$ cat src/rtl/stopwatch_pkg.sv
// Shared types and BCD digit limits for the stopwatch datapath.
package stopwatch_pkg;

    localparam int BCD_W = 4;

    localparam logic [BCD_W-1:0] S1_MAX  = 4'd9;
    localparam logic [BCD_W-1:0] S10_MAX = 4'd5;
    localparam logic [BCD_W-1:0] M1_MAX  = 4'd9;

    typedef enum logic [1:0] {
        IDLE    = 2'd0,
        RUN     = 2'd1,
        PAUSED  = 2'd2,
        EXPIRED = 2'd3
    } state_t;

    function automatic logic [BCD_W-1:0] bcd_clamp(input logic [BCD_W-1:0] v,
                                                   input logic [BCD_W-1:0] mx);
        return (v > mx) ? mx : v;
    endfunction

endpackage

$ cat src/rtl/countdown_timer_if.sv
// Control/status bundle of the countdown timer; the DUT takes the slave side.
interface countdown_timer_if;
    import stopwatch_pkg::*;

    logic                   tick;
    logic                   load;
    logic [4*BCD_W-1:0]     load_digits;
    logic                   start;
    logic                   pause;
    logic [4*BCD_W-1:0]     digits;
    logic                   running;
    logic                   done;
    logic                   expired;

    modport master (
        output tick, load, load_digits, start, pause,
        input  digits, running, done, expired
    );

    modport slave (
        input  tick, load, load_digits, start, pause,
        output digits, running, done, expired
    );

endinterface

$ cat src/rtl/countdown_timer_bcd_down_digit.sv
// One BCD down-counting digit that wraps 0 -> MAX and borrows into the next digit.
module bcd_down_digit
    import stopwatch_pkg::*;
#(
    parameter int MAX = 9
) (
    input  logic             i_clk,
    input  logic             i_rst,
    input  logic             i_en,
    input  logic             i_load,
    input  logic [BCD_W-1:0] i_load_val,
    output logic [BCD_W-1:0] o_digit,
    output logic             o_borrow
);

    localparam logic [BCD_W-1:0] MAX_V = BCD_W'(MAX);

    logic [BCD_W-1:0] r_digit;

    always_ff @(posedge i_clk) begin
        if (i_rst)
            r_digit <= '0;
        else if (i_load)
            r_digit <= i_load_val;
        else if (i_en)
            r_digit <= (r_digit == '0) ? MAX_V : r_digit - BCD_W'(1);
    end

    assign o_digit  = r_digit;
    assign o_borrow = i_en && (r_digit == '0);

endmodule

$ cat src/rtl/countdown_timer.sv
// Loadable MM:SS BCD countdown timer with pause/start and expiry flags.
// Optional AUTO_RELOAD_EN: reload from the shadow value on reaching 00:00 and keep running.
module countdown_timer
    import stopwatch_pkg::*;
#(
    parameter int MAX_M10 = 5
) (
    input  logic             i_clk,
    input  logic             i_reset,
    countdown_timer_if.slave bus
);

    localparam logic [BCD_W-1:0] M10_MAX = BCD_W'(MAX_M10);

    state_t             r_state, w_nxt;
    logic               r_done, r_running, r_expired, w_done_nxt;
    logic [4*BCD_W-1:0] w_digits, w_clamped, w_ld_val;
    logic [3:0]         w_en, w_borrow;
    logic               w_dec, w_zero_hit, w_reload, w_ld;

    assign w_clamped = {bcd_clamp(bus.load_digits[15:12], M10_MAX),
                        bcd_clamp(bus.load_digits[11:8],  M1_MAX),
                        bcd_clamp(bus.load_digits[7:4],   S10_MAX),
                        bcd_clamp(bus.load_digits[3:0],   S1_MAX)};

    // START in RUN does not act, so only LOAD or PAUSE can swallow a tick here.
    assign w_dec = (r_state == RUN) && bus.tick && !bus.pause && !bus.load;
    // M10 borrow cannot occur from a nonzero value; treated as expiry defensively.
    assign w_zero_hit = w_dec && ((w_digits == 16'h0001) || w_borrow[3]);

`ifdef AUTO_RELOAD_EN
    logic [4*BCD_W-1:0] r_shadow;

    always_ff @(posedge i_clk) begin
        if (i_reset)
            r_shadow <= '0;
        else if (bus.load)
            r_shadow <= w_clamped;
    end

    assign w_reload = w_zero_hit && (r_shadow != '0);
    assign w_ld_val = bus.load ? w_clamped : r_shadow;
`else
    assign w_reload = 1'b0;
    assign w_ld_val = w_clamped;
`endif

    assign w_ld = bus.load || w_reload;
    assign w_en = {w_borrow[2:0], w_dec};

    for (genvar g = 0; g < 4; g++) begin : g_dig
        localparam int DMAX = (g == 3) ? MAX_M10 : (g == 1) ? 5 : 9;
        bcd_down_digit #(.MAX(DMAX)) u_dig (
            .i_clk      (i_clk),
            .i_rst      (i_reset),
            .i_en       (w_en[g]),
            .i_load     (w_ld),
            .i_load_val (w_ld_val[g*BCD_W +: BCD_W]),
            .o_digit    (w_digits[g*BCD_W +: BCD_W]),
            .o_borrow   (w_borrow[g])
        );
    end

    always_comb begin
        w_nxt      = r_state;
        w_done_nxt = 1'b0;
        if (bus.load) begin
            w_nxt = IDLE;
        end else begin
            case (r_state)
                IDLE:    if (bus.start && (w_digits != '0)) w_nxt = RUN;
                RUN: begin
                    if (bus.pause) begin
                        w_nxt = PAUSED;
                    end else if (w_zero_hit) begin
                        w_done_nxt = 1'b1;
                        w_nxt      = w_reload ? RUN : EXPIRED;
                    end
                end
                PAUSED:  if (!bus.pause) w_nxt = RUN;
                EXPIRED: w_nxt = EXPIRED;
                default: w_nxt = IDLE;
            endcase
        end
    end

    always_ff @(posedge i_clk) begin
        if (i_reset) begin
            r_state   <= IDLE;
            r_done    <= 1'b0;
            r_running <= 1'b0;
            r_expired <= 1'b0;
        end else begin
            r_state   <= w_nxt;
            r_done    <= w_done_nxt;
            r_running <= (w_nxt == RUN);
            r_expired <= (w_nxt == EXPIRED);
        end
    end

    assign bus.digits  = w_digits;
    assign bus.running = r_running;
    assign bus.done    = r_done;
    assign bus.expired = r_expired;

endmodule

$ cat src/flat_wrapper.sv
// flat-port wrapper written by rule: the top's interface ports become plain ports
module countdown_timer_flat import stopwatch_pkg::*;
#(
    parameter int MAX_M10 = 5
)
  (i_clk, i_reset, bus_tick, bus_load, bus_load_digits, bus_start, bus_pause, bus_digits, bus_running, bus_done, bus_expired);
  countdown_timer_if bus_i ();
  input  logic i_clk;
  input  logic i_reset;
  input wire logic [$bits(bus_i.tick)-1:0] bus_tick;
  input wire logic [$bits(bus_i.load)-1:0] bus_load;
  input wire logic [$bits(bus_i.load_digits)-1:0] bus_load_digits;
  input wire logic [$bits(bus_i.start)-1:0] bus_start;
  input wire logic [$bits(bus_i.pause)-1:0] bus_pause;
  output wire logic [$bits(bus_i.digits)-1:0] bus_digits;
  output wire logic [$bits(bus_i.running)-1:0] bus_running;
  output wire logic [$bits(bus_i.done)-1:0] bus_done;
  output wire logic [$bits(bus_i.expired)-1:0] bus_expired;
  assign bus_i.tick = bus_tick;
  assign bus_i.load = bus_load;
  assign bus_i.load_digits = bus_load_digits;
  assign bus_i.start = bus_start;
  assign bus_i.pause = bus_pause;
  assign bus_digits = bus_i.digits;
  assign bus_running = bus_i.running;
  assign bus_done = bus_i.done;
  assign bus_expired = bus_i.expired;
  countdown_timer #(.MAX_M10(MAX_M10)) u_core (.i_clk(i_clk), .i_reset(i_reset), .bus(bus_i));
endmodule
$ cat config.mk
export PLATFORM = sky130hd
export DESIGN_NAME = countdown_timer_flat
export DESIGN_NICKNAME = d
export VERILOG_FILES = /design/src/rtl/stopwatch_pkg.sv /design/src/rtl/countdown_timer_if.sv /design/src/rtl/countdown_timer_bcd_down_digit.sv /design/src/rtl/countdown_timer.sv /design/src/flat_wrapper.sv
export SDC_FILE = /design/constraint.sdc
export NUM_CORES = 1
export LEC_CHECK = 0
export CORE_AREA = 5 5 57 59
export DETAILED_ROUTE_END_ITERATION = 10
export DIE_AREA = 0 0 62 64
export PLACE_DENSITY = 0.86
export SETUP_SLACK_MARGIN = 0.2
export SYNTH_ARGS = -nofsm -noshare
export SYNTH_HDL_FRONTEND = slang
export SYNTH_SLANG_ARGS = --single-unit
$ cat constraint.sdc
create_clock -name i_clk -period 1.87 [get_ports i_clk]
set_input_delay 0.374 -clock i_clk [delete_from_list [all_inputs] [get_ports i_clk]]
set_output_delay 0.374 -clock i_clk [all_outputs]
set_load 0.05 [all_outputs]
==> results of run 1 <==
worst max-delay path by stage:
| stage | startpoint | to | slack (ps) | cells after the start |
|---|---|---|---|---|
| 6_report | bus_pause | u_core.g_dig[2].u_dig.o_digit[2]$_SDFFE_PP0P_ | -20 | 6 |
| 5_1_grt | bus_pause | u_core.g_dig[2].u_dig.o_digit[2]$_SDFFE_PP0P_ | 5 | 6 |
| 4_1_cts | u_core.g_dig[0].u_dig.o_digit[0]$_SDFFE_PP0P_ | u_core.g_dig[2].u_dig.o_digit[2]$_SDFFE_PP0P_ | 130 | 5 |
| 3_5_place_dp | bus_load | u_core.g_dig[2].u_dig.o_digit[1]$_SDFFE_PP0P_ | -400 | 7 |
| 3_3_place_gp | bus_load | u_core.g_dig[3].u_dig.o_digit[3]$_SDFFE_PP0P_ | -320 | 6 |
| 2_1_floorplan | u_core.g_dig[2].u_dig.o_digit[1]$_SDFFE_PP0P_ | u_core.g_dig[2].u_dig.o_digit[2]$_SDFFE_PP0P_ | 80 | 4 |
cells in the mapped netlist, drive strengths merged (2+ instances only):
cell type / number
nor2: 11
and4bb: 2
o211ai: 2
nor4: 4
nand2: 7
o21ai: 6
nand3b: 4
nor3: 2
nand4bb: 2
buf: 2
a21o: 2
a211oi: 2
inv: 4
a2111oi: 3
dfxtp: 21
clkbuf: 6
xor2: 3
a31oi: 5
a21oi: 5
a311oi: 3
o31a: 3
nand4: 3
nand3: 6
or3: 4
or4: 5
cells by family (layout without fill, tap and decap cells):
kind of cell / Yosys count / in the layout
flops: 21 / 21
xor+xnor: 4 / 4
simple gates: 55 / 56
buf+inv: 12 / 66
compound gates: 39 / 39
registers in the layout, summed over array words and instances (netlist names):
register	cells
u_core.g_dig.u_dig.o_digit	16
u_core.r_state	2
u_core.bus.done	1
u_core.bus.expired	1
u_core.bus.running	1
power by group:
part | internal, mW | switching, mW
sequential | 0.469 | 0.0342
combinational | 0.143 | 0.189
clock | 0.0815 | 0.156
final cells by class:
type,count,area [um2]
clock buffers,3,22.52
clock inverters,1,7.507
fillers,207,864.6
inverters,4,15.01
multi-input cells,99,777.0
flip-flops and latches,21,445.4
well taps,31,38.79
repair buffers,58,491.7
through the flow:
step / TNS (ps) / power, mW / cells / worst slack, ps / hold slack, ps
after global routing: 0 / 1.123 / 217 / 4.643 / 545.3
after detailed placement: -2926 / 0.7943 / 204 / -399.5 / 493.8
final: -42.42 / 1.073 / 217 / -24.38 / 526.6
after CTS: 0 / 1.045 / 216 / 129.5 / 516.8
after global placement: -2337 / 0.7878 / 204 / -322.0 / 488.2
after floorplan: 0 / 0.6776 / 131 / 84.83 / 452.0
critical path, stage by stage:
cell and delay (ps):
clkdlybuf4s50_1 440, nor2_1 200, nand4_1 190, buf_6 180, or4_1 490, a311oi_2 230
placed cells by master (no fill, tap or decap), drive strengths merged, types with 2 or more instances in the layout:
cell,Yosys,routed
buf,2,33
dfxtp,21,21
clkdlybuf4s50,0,19
nor2,11,11
nand2,7,7
o21ai,6,6
nand3,6,6
or4,5,6
a21oi,5,5
dlygate4sd2,0,5
a31oi,5,5
inv,4,4
nand3b,4,4
or3,4,4
clkbuf,6,4
nor4,4,4
nand4,3,3
o31a,3,3
xor2,3,3
a2111oi,3,3
a311oi,3,3
nor3,2,2
a21o,2,2
a211oi,2,2
nand4bb,2,2
o211ai,2,2
and4bb,2,2
timing repair:
item,4_1_cts,5_1_grt
pin swaps,11,5
gates cloned,2,0
gates resized for setup,15,14
endpoints found under the setup margin,17,17
buffers inserted,6,1
endpoints found under the hold margin,0,0
routing by layer:
| layer | wire [um] | share of wire (%) | vias to the layer above |
|---|---|---|---|
| met4 | 114 | 2.9 | 0 |
| met2 | 2008 | 50 | 106 |
| met3 | 351 | 8.8 | 19 |
| met5 | 0 | 0 | - |
| met1 | 1524 | 38 | 623 |
| li1 | - | - | 626 |
==> impl_metrics.tcl, run 1 <==
set metrics [dict create \
    synth_ff_type "dfxtp_1" \
    met2_usage_pct 32.38 \
    cts_root_buffer "clkbuf_4" \
    cts.sinks 21 \
    avgRoutedWirePerCell_um 18.42 \
    power_density_nw_per_um2 596.9 \
    grt_pass1_vias 1292 \
    p_leak_nw 0.6808 \
    yosys.area_share.adder_pct 0 \
    synthMuxAreaShare_pct 0 \
    crit_required_ps 2090 \
    yosys-top-cells-area "dfxtp_1 (37%), nor2_1 (3.7%), a31oi_1 (2.8%), nand3_1 (2.7%), o21ai_0 (2.7%)" \
    ant_nets 0 \
    numCtsBuffers 3 \
    diodes 0 \
    htree_levels 1 \
    drive_gt1_share_pct 38.17 \
    die_h_um 64 \
    gp_routability_congestion 0.8475 \
    relSlewSlack_pct 52.08 \
    setup_viol 2 \
    grt_pass1_wl_um 6189 \
    violations "setup timing" \
    grt_overflow 0 \
    min_period_ps 1894 \
    rows 19 \
    rsz0062_at_grt "true" \
    final_util_pct 67.53 \
    synth-edff-count 0 \
    slew_violations 0 \
    synth_compound_area_share_pct 24.83 \
    synth_top_area_cell "dfxtp_1" \
    r2r-start "u_core.g_dig[0].u_dig.o_digit[0]$_SDFFE_PP0P_" \
    fin_crit_sh_pct 101.3 \
    synth-xor-area-share_pct 3.104 \
    cts.reportedPaths.clkPinSlew_ps 130 \
    synth_area_per_cell_um2 8.615 \
    final_nets 209 \
    area_growth_pct 59.31 \
    rrSetupSlack_ps 30 \
    worstPathArrival_ps 2110 \
    critical_path_class "primary input to flop" \
    io-pin-count 41 \
    routed_wirelength_um 3998 \
    endpoint_kind "flop" \
    grt_max_degree 22 \
    io_buffers 40 \
    fin_ws_ps -24.38 \
    fin_area_um2 1798 \
    die_area_um2 3968 \
    whs_path_depth 2 \
    grt_usage_pct 20.10 \
    start_util_pct 42.39 \
    place_area_um2 1600 \
    async_flop_share_pct 0 \
    drt_iter0_drc 84 \
    grt_use_met1_pct 26.19 \
    hold_path_end "u_core.g_dig[0].u_dig.o_digit[2]$_SDFFE_PP0P_" \
    synthSimpleGateAreaFrac_pct 30.04 \
    critPathLaunchType "primary input" \
    clockBufferDepth 2 \
    min-delay-start "u_core.g_dig[0].u_dig.o_digit[3]$_SDFFE_PP0P_" \
    cap_violations 0 \
    hold_viol 0 \
    dpl.hpwl_um 2542 \
    cts_tree "done" \
    syn_nets 153 \
    syn_inst 131 \
    fin_skew_ps 3.820 \
    drc_errors 0 \
    worstRegToRegCells 5 \
    core_um2 2663 \
    hold_class "flop to flop" \
    vdd_ir_drop_max_mv 0.5555 \
    seq_area_frac_synth_pct 37.25 \
    antenna_found_initial 0 \
    clk_latency_ps 310 \
    postCtsHoldBufs 0 \
    dr_total_vias 1374 \
    ys_seq_elements 21 \
    post_synth_instance_area_um2 1129 \
    synth_top_family_by_area "simple AND/OR/NAND/NOR gates" \
    timing.rr.end "u_core.g_dig[2].u_dig.o_digit[2]$_SDFFE_PP0P_" \
    synth_warnings 0 \
    die_x_um 62 \
    drt-pass1-iter-count 5 \
    grt_use_met3_pct 4.628 \
    worst_pin_slew_ps 700.7 \
    status "finished, violations left" \
    synth_cell_types 43 \
    vias_per_cell 6.332 \
    max_freq_mhz 527.9 \
    synth_top_area_share_pct 37.25 \
    top_usage_layer "met2" \
    cp_max_fo 5 \
]
Power figures use the tool's default switching activity.
==> run 2, diff against run 1 <==
- PLACE_DENSITY: 0.86 -> 0.84
==> run 2 against run 1 <==
  * The run now ends clean
  * Worst setup slack better by 120 ps
  * Routed wire length down 3.3%
  * Combinational power rose by 4%
  * Clock power shrank 8%
  * Global-route usage is 0.42 points lower
  * Via count decreased by 1.5%
  * Largest cell class unchanged
  * Highest routed layer unchanged
==> impl_metrics.tcl, run 2 (synthesized netlist as in run 1, its figures left out) <==
set metrics [dict create \
    status "finished, final reports clean" \
    tns_ps 0 \
    drc_errors 0 \
    gp_routability_congestion 0.8787 \
    p_leak_nw 0.7300 \
    start_util_pct 42.39 \
    drt_iter0_drc 65 \
    drive_gt1_share_pct 36.60 \
    multi_input_area_um2 719.4 \
    grt_pass1_wl_um 6044 \
    htree_levels 1 \
    cts_root_buffer "clkbuf_4" \
    rsz0062_at_grt "true" \
    final_nets 217 \
    routed_wirelength_um 3866 \
    max_freq_mhz 563.0 \
    worst_pin_slew_ps 703.8 \
    critical_path_class "flop to flop" \
    clockBufferDepth 2 \
    clk_latency_ps 300 \
    die_x_um 62 \
    place_area_um2 1615 \
    vdd_ir_drop_max_mv 0.4110 \
    area_growth_pct 61.20 \
    postCtsHoldBufs 0 \
    cts_tree "done" \
    dp_slack_ps -453.0 \
    power_density_nw_per_um2 582.7 \
    worstPathArrival_ps 1980 \
    antenna_found_initial 0 \
    io_buffers 40 \
    rows 19 \
    regArea_um2 450.4 \
    grt_overflow 0 \
    dpl.hpwl_um 2566 \
    cts.reportedPaths.clkPinSlew_ps 120 \
    final_common_cell "buf_4" \
    fin_crit_sh_pct 94.98 \
    hold_viol 0 \
    grt_max_degree 22 \
    diodes 0 \
    final_util_pct 68.33 \
    fin_ws_ps 93.82 \
    relSlewSlack_pct 51.87 \
    cts.sinks 21 \
    crit_required_ps 2080 \
    cap_violations 0 \
    grt_pass1_vias 1310 \
    die_h_um 64 \
    final_cell_mix "buf_4 (39), clkdlybuf4s50_1 (18), nor2_1 (10), dfxtp_1 (9)" \
    largest_register_ffs 16 \
    drt-pass1-iter-count 4 \
    endpoint_kind "flop" \
    fin_skew_ps 8.273 \
    die_area_um2 3968 \
    core_um2 2663 \
    min_period_ps 1776 \
    io-pin-count 41 \
    vias_per_cell 6.018 \
    fin_area_um2 1819 \
    cp_max_fo 6 \
    avgRoutedWirePerCell_um 17.18 \
    hold_slack_ps 538.5 \
    fillers 202 \
    numCtsBuffers 3 \
    ant_nets 0 \
    critPathLaunchType "flop" \
    slew_violations 0 \
    dr_total_vias 1354 \
    hold_class "flop to flop" \
    setup_viol 0 \
    grt_usage_pct 19.68 \
]
## run 2: timing repair
item,4_1_cts,5_1_grt
endpoints found under the hold margin,0,0
pin swaps,6,8
buffers inserted,10,5
resized for setup,12,10
endpoints found under the setup margin,18,13
## run 2: power by group
part | internal, mW | switching (mW)
registers | 0.468 | 0.0283
logic | 0.156 | 0.188
clock network | 0.0797 | 0.140
total | 0.704 | 0.356
## run 2: through the flow
stage | cells | power (mW)
after global routing | 225 | 1.117
after global placement | 206 | 0.7914
after CTS | 220 | 1.035
after detailed placement | 206 | 0.7971
final | 225 | 1.060
after floorplan | 131 | 0.6776
## run 2: final cells by class
cell class	count	share of cell area [%]
sequential	21	24.76
timing repair buffer	67	31.22
inverter	4	0.8253
multi-input combinational	98	39.55
tap	31	2.132
clock inverter	1	0.2751
clock buffer	3	1.238
## run 2: worst paths after layout
| check | startpoint | endpoint | slack [ps] | cells after the start |
|---|---|---|---|---|
| setup / recovery | u_core.g_dig[1].u_dig.o_digit[3]$_SDFFE_PP0P_ | u_core.g_dig[2].u_dig.o_digit[3]$_SDFFE_PP0P_ | 90 | 5 |
| hold / removal | u_core.g_dig[2].u_dig.o_digit[1]$_SDFFE_PP0P_ | u_core.g_dig[2].u_dig.o_digit[1]$_SDFFE_PP0P_ | 540 | 2 |
| setup reg to reg | u_core.g_dig[1].u_dig.o_digit[3]$_SDFFE_PP0P_ | u_core.g_dig[2].u_dig.o_digit[3]$_SDFFE_PP0P_ | 90 | 5 |
| hold reg to reg | u_core.g_dig[2].u_dig.o_digit[1]$_SDFFE_PP0P_ | u_core.g_dig[2].u_dig.o_digit[1]$_SDFFE_PP0P_ | 540 | 2 |
## run 2: metal layers
layer	track usage (%)	share of wire, %	vias up
met2	32.12	52	53
li1	-	-	641
met3	2.414	5.8	10
met4	6.366	2.1	0
met5	0	0	-
met1	26.25	40	650
## run 2: worst max-delay path, stage by stage (launching register included)
cell and delay (ps):
dfxtp_4 360, or4_4 570, buf_4 170, buf_6 120, o31a_1 230, o31a_1 230
